[config.mk]
export PLATFORM = sky130hd
export DESIGN_NAME = team_06_voice_ctrl
export DESIGN_NICKNAME = d
export VERILOG_FILES = /design/src/rtl/team_06_voice_ctrl.sv
export SDC_FILE = /design/constraint.sdc
export NUM_CORES = 1
export LEC_CHECK = 0
export ABC_AREA = 1
export ABC_CLOCK_PERIOD_IN_PS = 1700
export BUFFER_PORTS_ARGS = -buffer_cell sky130_fd_sc_hd__clkbuf_2
export CAP_MARGIN = 20
export CORE_UTILIZATION = 50
export CTS_CLUSTER_DIAMETER = 120
export DETAILED_ROUTE_END_ITERATION = 6
export GPL_TIMING_DRIVEN = 0
export PLACE_DENSITY = 0.73
export SYNTH_ARGS = -nofsm -noshare
export SYNTH_HDL_FRONTEND = slang
export SYNTH_SLANG_ARGS = --single-unit
[constraint.sdc]
create_clock -name clk -period 1.7 [get_ports clk]
set_input_delay 0 -clock clk [delete_from_list [all_inputs] [get_ports clk]]
set_output_delay 0 -clock clk [all_outputs]
set_load 0.02 [all_outputs]
[src/rtl/team_06_voice_ctrl.sv]
// Listen/talk arbitration FSM with debounced buttons, noise gate with hang time and N-way effect select.
// Optional talk timeout (LOCK state) is built when TEAM_06_TALK_TIMEOUT_EN is defined.
module team_06_voice_ctrl #(
    parameter int AUD_W       = 8,
    parameter int GATE_TH     = 64,
    parameter int SPK_TH      = 1,
    parameter int N_EFFECTS   = 5,
    parameter int DEB_CYC     = 4,
    parameter int HANG_CYC    = 8,
    parameter int TIMEOUT_CYC = 1024,
    localparam int EFF_W      = (N_EFFECTS > 2) ? $clog2(N_EFFECTS) : 1
) (
    input  logic             clk,
    input  logic             rst,
    input  logic [AUD_W-1:0] mic_aud,
    input  logic [AUD_W-1:0] spk_aud,
    input  logic             ptt_btn,
    input  logic             ng_btn,
    input  logic             mute_btn,
    input  logic             effect_btn,
    output logic [1:0]       state,
    output logic             vol_en,
    output logic             eff_en,
    output logic [EFF_W-1:0] current_effect,
    output logic             mute_tog,
    output logic             noise_gate_tog,
    output logic             timeout
);

    localparam int unsigned NBTN = 4;
    localparam int unsigned B_PTT  = 0;
    localparam int unsigned B_NG   = 1;
    localparam int unsigned B_MUTE = 2;
    localparam int unsigned B_EFF  = 3;

    localparam int DB_W = (DEB_CYC > 1) ? $clog2(DEB_CYC) : 1;
    localparam int HG_W = (HANG_CYC > 1) ? $clog2(HANG_CYC) : 1;

    localparam logic [AUD_W:0]    MID       = (AUD_W+1)'(2 ** (AUD_W - 1));
    localparam logic [AUD_W:0]    GATE_LIM  = (AUD_W+1)'(GATE_TH);
    localparam logic [AUD_W:0]    SPK_LIM   = (AUD_W+1)'(SPK_TH);
    localparam logic [DB_W-1:0]   DB_LAST   = DB_W'(DEB_CYC - 1);
    localparam logic [HG_W-1:0]   HANG_LOAD = HG_W'((HANG_CYC > 0) ? HANG_CYC - 1 : 0);
    localparam logic [EFF_W-1:0]  EFF_LAST  = EFF_W'(N_EFFECTS - 1);

    if (N_EFFECTS < 2) begin : g_chk_eff
        $error("N_EFFECTS must be at least 2");
    end
    if (DEB_CYC < 1) begin : g_chk_deb
        $error("DEB_CYC must be at least 1");
    end
    if (TIMEOUT_CYC < 1) begin : g_chk_to
        $error("TIMEOUT_CYC must be at least 1");
    end

    typedef enum logic [1:0] {
        LIST = 2'b00,
        TALK = 2'b01,
        HANG = 2'b10,
        LOCK = 2'b11
    } state_t;

    state_t cur, nxt;

    logic [NBTN-1:0] raw, sync1, sync2, db, pulse;
    logic [DB_W-1:0] cnt [NBTN];

    logic [AUD_W:0]  mic_ext, spk_ext, mic_dev, spk_dev;
    logic            loud, spk_active;
    logic            ptt_db;

    logic [HG_W-1:0] hang_cnt, hang_nxt;
    logic            talk_expired;

    assign raw    = {effect_btn, mute_btn, ng_btn, ptt_btn};
    assign ptt_db = db[B_PTT];

    // Two-flop synchroniser, then a level is accepted only after DEB_CYC stable cycles.
    always_ff @(posedge clk) begin
        if (rst) begin
            sync1 <= '0;
            sync2 <= '0;
            db    <= '0;
            pulse <= '0;
            for (int unsigned i = 0; i < NBTN; i++) begin
                cnt[i] <= '0;
            end
        end else begin
            sync1 <= raw;
            sync2 <= sync1;
            for (int unsigned i = 0; i < NBTN; i++) begin
                pulse[i] <= 1'b0;
                if (sync2[i] == db[i]) begin
                    cnt[i] <= '0;
                end else if (cnt[i] == DB_LAST) begin
                    db[i]    <= sync2[i];
                    cnt[i]   <= '0;
                    pulse[i] <= sync2[i];
                end else begin
                    cnt[i] <= cnt[i] + DB_W'(1);
                end
            end
        end
    end

    always_comb begin
        mic_ext    = {1'b0, mic_aud};
        spk_ext    = {1'b0, spk_aud};
        mic_dev    = (mic_ext >= MID) ? (mic_ext - MID) : (MID - mic_ext);
        spk_dev    = (spk_ext >= MID) ? (spk_ext - MID) : (MID - spk_ext);
        loud       = (mic_dev >= GATE_LIM);
        spk_active = (spk_dev >= SPK_LIM);
    end

    always_ff @(posedge clk) begin
        if (rst) begin
            mute_tog       <= 1'b0;
            noise_gate_tog <= 1'b0;
            current_effect <= '0;
        end else begin
            if (pulse[B_MUTE]) begin
                mute_tog <= ~mute_tog;
            end
            if (pulse[B_NG]) begin
                noise_gate_tog <= ~noise_gate_tog;
            end
            if (pulse[B_EFF]) begin
                current_effect <= (current_effect == EFF_LAST) ? '0 : current_effect + EFF_W'(1);
            end
        end
    end

`ifdef TEAM_06_TALK_TIMEOUT_EN
    localparam int TO_W = (TIMEOUT_CYC > 1) ? $clog2(TIMEOUT_CYC) : 1;
    logic [TO_W-1:0] talk_cnt;

    always_ff @(posedge clk) begin
        if (rst) begin
            talk_cnt <= '0;
        end else if (cur == TALK || cur == HANG) begin
            talk_cnt <= talk_cnt + TO_W'(1);
        end else begin
            talk_cnt <= '0;
        end
    end

    assign talk_expired = (cur == TALK || cur == HANG) && (talk_cnt == TO_W'(TIMEOUT_CYC - 1));
    assign timeout      = (cur == LOCK);
`else
    assign talk_expired = 1'b0;
    assign timeout      = 1'b0;
`endif

    always_ff @(posedge clk) begin
        if (rst) begin
            cur      <= LIST;
            hang_cnt <= '0;
        end else begin
            cur      <= nxt;
            hang_cnt <= hang_nxt;
        end
    end

    always_comb begin
        nxt      = LIST;
        hang_nxt = hang_cnt;
        case (cur)
            LIST: begin
                if (spk_active)                   nxt = LIST;
                else if (ptt_db)                  nxt = TALK;
                else if (noise_gate_tog && loud)  nxt = TALK;
                else                              nxt = LIST;
            end
            TALK: begin
                if (spk_active)                   nxt = LIST;
                else if (ptt_db)                  nxt = TALK;
                else if (noise_gate_tog && loud)  nxt = TALK;
                else if (noise_gate_tog && HANG_CYC > 0) begin
                    nxt      = HANG;
                    hang_nxt = HANG_LOAD;
                end else                          nxt = LIST;
            end
            HANG: begin
                if (spk_active)                   nxt = LIST;
                else if (ptt_db || loud)          nxt = TALK;
                else if (!noise_gate_tog)         nxt = LIST;
                else if (hang_cnt == '0)          nxt = LIST;
                else begin
                    nxt      = HANG;
                    hang_nxt = hang_cnt - HG_W'(1);
                end
            end
            LOCK: begin
`ifdef TEAM_06_TALK_TIMEOUT_EN
                if (!ptt_db && !(noise_gate_tog && loud)) nxt = LIST;
                else                                      nxt = LOCK;
`else
                nxt = LIST;
`endif
            end
        endcase
        // Timeout outranks every other transition, including speaker activity.
        if (talk_expired) begin
            nxt = LOCK;
        end
    end

    assign state  = cur;
    assign vol_en = (cur == LIST || cur == LOCK) && !mute_tog && !rst;
    assign eff_en = (cur == TALK || cur == HANG) && (current_effect != '0) && !rst;

endmodule

Word-level counts from Yosys, hierarchy flattened
Memories as Yosys holds them, arrays and structs flattened.
Index checks and enable logic that the tools add are counted.
{"block": "word_totals", "inputBits": 22, "mem_count": 1, "reg_bits": 25, "out_inout_bits": 10, "mem_bits_rw": 8, "wordCells": 174}
{"block": "op_classes", "add_sub_neg": 10, "n_reduce_logical": 22, "n_lt_le_gt_ge": 4, "bitwise": 21, "n_eq_ne": 20, "muxes": 82}
{"name": "cnt", "words": 4, "word_bits": 2, "read_ports": 4, "rd_clocked_by_memory_dff": 0, "write_ports": 4, "line": "66", "source": "logic [DB_W-1:0] cnt [NBTN];"}
{"op": "$mux W1", "count": 49}
{"op": "$mux W2", "count": 20}
{"op": "$mux W3", "count": 9}
{"op": "$mux W9", "count": 2}
{"op": "$sub A8 B8 Y9 const A", "count": 2}
{"op": "$sub A8 B8 Y9 const B", "count": 2}
{"op": "$ge A8 B8 Y1 const B", "count": 2}
{"op": "$ne A2 B2 Y1 const B", "count": 8}
{"op": "$eq A2 B2 Y1 const B", "count": 6}
{"op": "$or A1 B1 Y1", "count": 12}
{"op": "$ge A9 B1 Y1 const B", "count": 1}
{"op": "$ge A9 B7 Y1 const B", "count": 1}
{"op": "$not A1 Y1", "count": 9}
{"op": "$reduce_and A9 Y1", "count": 1}
{"op": "$reduce_or A3 Y1", "count": 3}
{"op": "$add A2 B1 Y2 const B", "count": 4}
{"op": "$pmux W2 S4", "count": 1}
{"op": "$reduce_and A2 Y1", "count": 4}
{"op": "$pmux W3 S2", "count": 1}
{"op": "$logic_and A1 B1 Y1", "count": 5}
{"op": "$eq A1 B1 Y1", "count": 4}
{"op": "$add A3 B1 Y3 const B", "count": 1}
{"op": "$eq A3 B3 Y1 const B", "count": 1}
{"op": "$logic_not A3 Y1", "count": 1}
{"op": "7 further kinds", "count": 10}

Logic depth before layout (Yosys ltp)
{"block": "depth", "depth_word": 8, "mapped_depth": 14, "ltp_nobuf": 14}

Worst setup path before layout
Ideal clock, no wire load.
{"block": "synth_path", "kind": "register to register", "from": "register cur[0], in the netlist state[0]", "to": "register hang_cnt[2]", "t_arrival_ns": 1.487, "path_stages_with_launch": 13, "setup_ns": 0.109, "n_path_buf": 0, "slack_ns": 0.104, "required_time_ns": 1.591, "period_less_slack_ns": 1.596, "path_cell_list": "dfxtp_1 inv_1 ha_1 inv_1 nor2_1 nor2_1 nand3_2 nor2_4 nand3_2 nand2_1 nand3_1 nand2_1 inv_1"}
{"block": "synth_between", "elab_chain_cells": 3, "elab_cells_between_ends": 13, "classes_between": "10 x eq/ne; 1 x mux; 2 x reduce/logical"}
{"element": "start, declared", "line": "63", "source": "state_t cur, nxt;"}
{"element": "start signal, assigned", "line": "159", "source": "cur <= nxt;"}
{"element": "$eq A2 B2 Y1 / $eq A2 B1 Y1 (equally long branches)", "line": "167", "source": "case (cur)"}
{"element": "$ne A2 B2 Y1 (no source line) / $reduce_bool A2 Y1 (equally long branches)"}
{"element": "$reduce_and A9 Y1 (no source line)"}
{"element": "end signal, assigned", "line": "160", "source": "hang_cnt <= hang_nxt;"}
{"element": "end, declared", "line": "72", "source": "logic [HG_W-1:0] hang_cnt, hang_nxt;"}
Parallel ways exist; a longest one is shown, timed or not.
A chain may end at the register's enable or synchronous reset.

Worst setup path after layout
Same ends and word-level chain as after synthesis.

==> flow_metrics.py <==
metrics = {
    "pwr": {
        "powerDensity_nw_per_um2": 777,
        "p_int_mw": 1.23,
        "pwr-share-seq": 0.538,
        "power_frac_clock": 0.380,
        "ir_drop_mv": 0.602,
        "power_switching_uw": 317,
        "p_leak_nw": 0.932,
        "combPwrFrac": 0.082,
        "swShare": 0.205,
    },
    "layout": {
        "n_antenna_cell": 0,
        "final_cell_mix": "37 x inv_1, 33 x nor2_1, 32 x nand2_1, 30 x clkbuf_2, 23 x dfxtp_1",
        "final_common_cell": "inv_1",
        "final_util": 0.648,
        "area_growth_pct": 22.7,
        "drive_above_1_share": 0.205,
        "seq_area_um2": 743,
        "multiInputGateArea_um2": 752,
        "final_cells": 298,
        "fin_nets": 287,
        "final_cell_area_um2": 1990,
        "fillCellCount": 275,
    },
    "clock_tree": {
        "cts_buffers": 5,
        "cts_root_buf": "clkbuf_4",
        "clkLatencyLatePin_ps": 320,
        "cts.path.max_buffers": 2,
        "cts_tree": "done",
        "clk_pin_slew_ps": 100,
        "clock-sinks": 33,
        "htreeDepth": 2,
    },
    "placement": {
        "placed_cell_area_um2": 1860,
        "hpwl_um": 2040,
        "gp_congestion": 0.740,
        "numPortBuffers": 30,
        "place_inst": 286,
    },
    "logic_synthesis": {
        "synth-seq-area-share": 0.456,
        "yosysTopAreaCell": "dfxtp_1",
        "ys_ff_latch": 33,
        "synthTopCellsByArea": "dfxtp_1 31%, edfxtp_1 15%, ha_1 9.2%",
        "ys_types": 27,
        "synthDominantCellAreaShare": 0.308,
        "netlist_area_um2": 1630,
        "syn_avg_cell_area_um2": 7.93,
        "syn_inst": 205,
        "yosysWarnings": 0,
    },
    "sta": {
        "fin_setup_tns_ps": 0,
        "worst_hold_slack_ps": 90.7,
        "drv_slew": 0,
        "fmax_mhz": 655,
        "finalSetupViolCount": 0,
        "finalHoldViolations": 0,
        "fin_crit_ps": 1530,
        "grt_setup_unrepaired": "false",
        "finalCritPeriodShare": 0.898,
        "clock-skew-final_ps": 11.0,
    },
    "grt": {
        "grt_max_degree": 11,
        "antenna_found_initial": 0,
        "grt_pass1_vias": 1167,
        "grt_overflow_total": 0,
        "gr-usage-all-layers": 0.170,
        "grt_pass1_wl_um": 4520,
    },
    "setup_path": {
        "crit_chain": "inv_1, ha_2, o211ai_1, nor2_1, nand3_2, nor2_4, nand3_2, nand2_1, nand3_1, nand2_1, inv_1",
        "end_kind": "flip-flop",
        "cp_max_fo": 5,
        "ff2ff_setup_slack_ps": 170,
        "cp.required_ps": 1930,
        "crit_type": "reg2reg",
        "critPathTopFamily": "simple AND/OR/NAND/NOR gates",
        "arrival_ps": 1750,
        "timing.rr.end": "hang_cnt[2]",
        "reg2reg_depth": 11,
        "cp_slowest_stage_delay_ps": 340,
        "slowest_stage": "dfxtp_2",
        "r2r-start": "state[0]",
        "crit_buf_inv": 2,
        "start_kind": "flip-flop",
    },
    "routing": {
        "drt-pass1-iter-count": 4,
        "num_vias": 1318,
        "drc": 0,
        "drtAntennaViolNets": 0,
        "drt_wl_total_um": 2580,
        "drt_iter0_markers": 39,
        "viasPerCell": 4.42,
        "wl_per_cell_um": 8.66,
    },
    "die": {
        "rows": 20,
        "die-area_um2": 3480,
        "core_region_area_um2": 3080,
        "initial_core_util": 0.528,
        "die_h_um": 59.0,
        "io_pins": 32,
        "die_w_um": 59.0,
    },
    "hold_path": {
        "hp-start": "spk_aud[7]",
        "min_to": "state[0]",
        "holdPathStages": 5,
        "hold_path_class": "in2reg",
    },
    "flow_run": {
        "drv_cap": 0,
    },
    "status": {
        "outcome": "finished, final reports clean",
    },
}
-- cells in the mapped netlist (all sizes together) --
cell type	number
o21ai	7
a211oi	1
clkbuf	2
buf	2
or2	1
nor3b	1
inv	38
o31ai	2
a21oi	11
o211ai	5
nor3	4
nand4	1
ha	12
edfxtp	8
dfxtp	25
nor2	37
conb	2
xnor2	2
nand3	11
nand2	33
-- area by class of cell --
class                      count  share of cell area
tap                           44              0.0276
timing repair buffer          34              0.0954
clock inverter                 1              0.0151
buffer                         4              0.0132
sequential                    33               0.373
inverter                      38              0.0715
clock buffer                   7              0.0276
multi-input combinational    137               0.377
-- registers in the layout (all words and copies together) (netlist names) --
register	count
hang_cnt	3
sync1	4
cnt	8
pulse	3
mute_tog	1
db	4
sync2	4
noise_gate_tog	1
current_effect	3
state	2
-- logic make-up (layout without fill, tap and decap cells) --
group           count (synthesis)  after routing  share of synthesized area
flops                          33             33                      0.456
compound gates                 26             26                     0.0924
fa+ha+maj                      12             12                     0.0924
other cells                     2              9                    0.00462
simple gates                   88             88                      0.240
xor+xnor                        2              2                     0.0108
buf+inv                        42             84                      0.104
-- worst min-delay path: stages --
cell	delay, ps
clkbuf_2	100
inv_1	50
nand2_1	70
nand2_1	90
nor3b_1	50
-- power by group through the flow --
stage,combinational [mW],sequential [mW],clock [mW]
finish,0.128,0.834,0.588
global route,0.150,0.837,0.642
CTS,0.128,0.834,0.605
detailed placement,0.121,0.852,0
global placement,0.118,0.851,0
floorplan,0.0783,0.850,0
-- metal layers --
metal | track usage | vias up | routed length [um]
met2 | 0.281 | 29 | 1130
met3 | 0.0459 | 4 | 103
li1 | - | 732 | -
met4 | 0.0782 | 0 | 44
met1 | 0.208 | 553 | 1300
met5 | 0 | - | 0
-- metrics by stage --
step                setup slack, ps  power [mW]
detailed placement              130       0.973
finish                          173        1.55
floorplan                       104       0.928
CTS                            91.5        1.57
global placement                128       0.969
global route                   22.5        1.63
-- what timing repair did --
| item | CTS | global route |
|---|---|---|
| endpoints found under the setup margin | 0 | 3 |
| endpoints found under the hold margin | 4 | 0 |
| hold buffers | 4 | 0 |
| setup buffers | 0 | 0 |
| gates resized for setup | 0 | 5 |
-- worst max-delay path by stage --
stage                              to      from  cells past startpoint  slack [ps]
after floorplan           hang_cnt[2]  state[0]                     12         100
after global placement    hang_cnt[1]  state[0]                     10         130
after global routing      hang_cnt[2]  state[1]                     12          20
after detailed placement  hang_cnt[2]  state[0]                     12         130
after CTS                 hang_cnt[1]  state[0]                     10          90
final                     hang_cnt[2]  state[0]                     11         170
No activity file was read; power rests on OpenSTA's default activity.
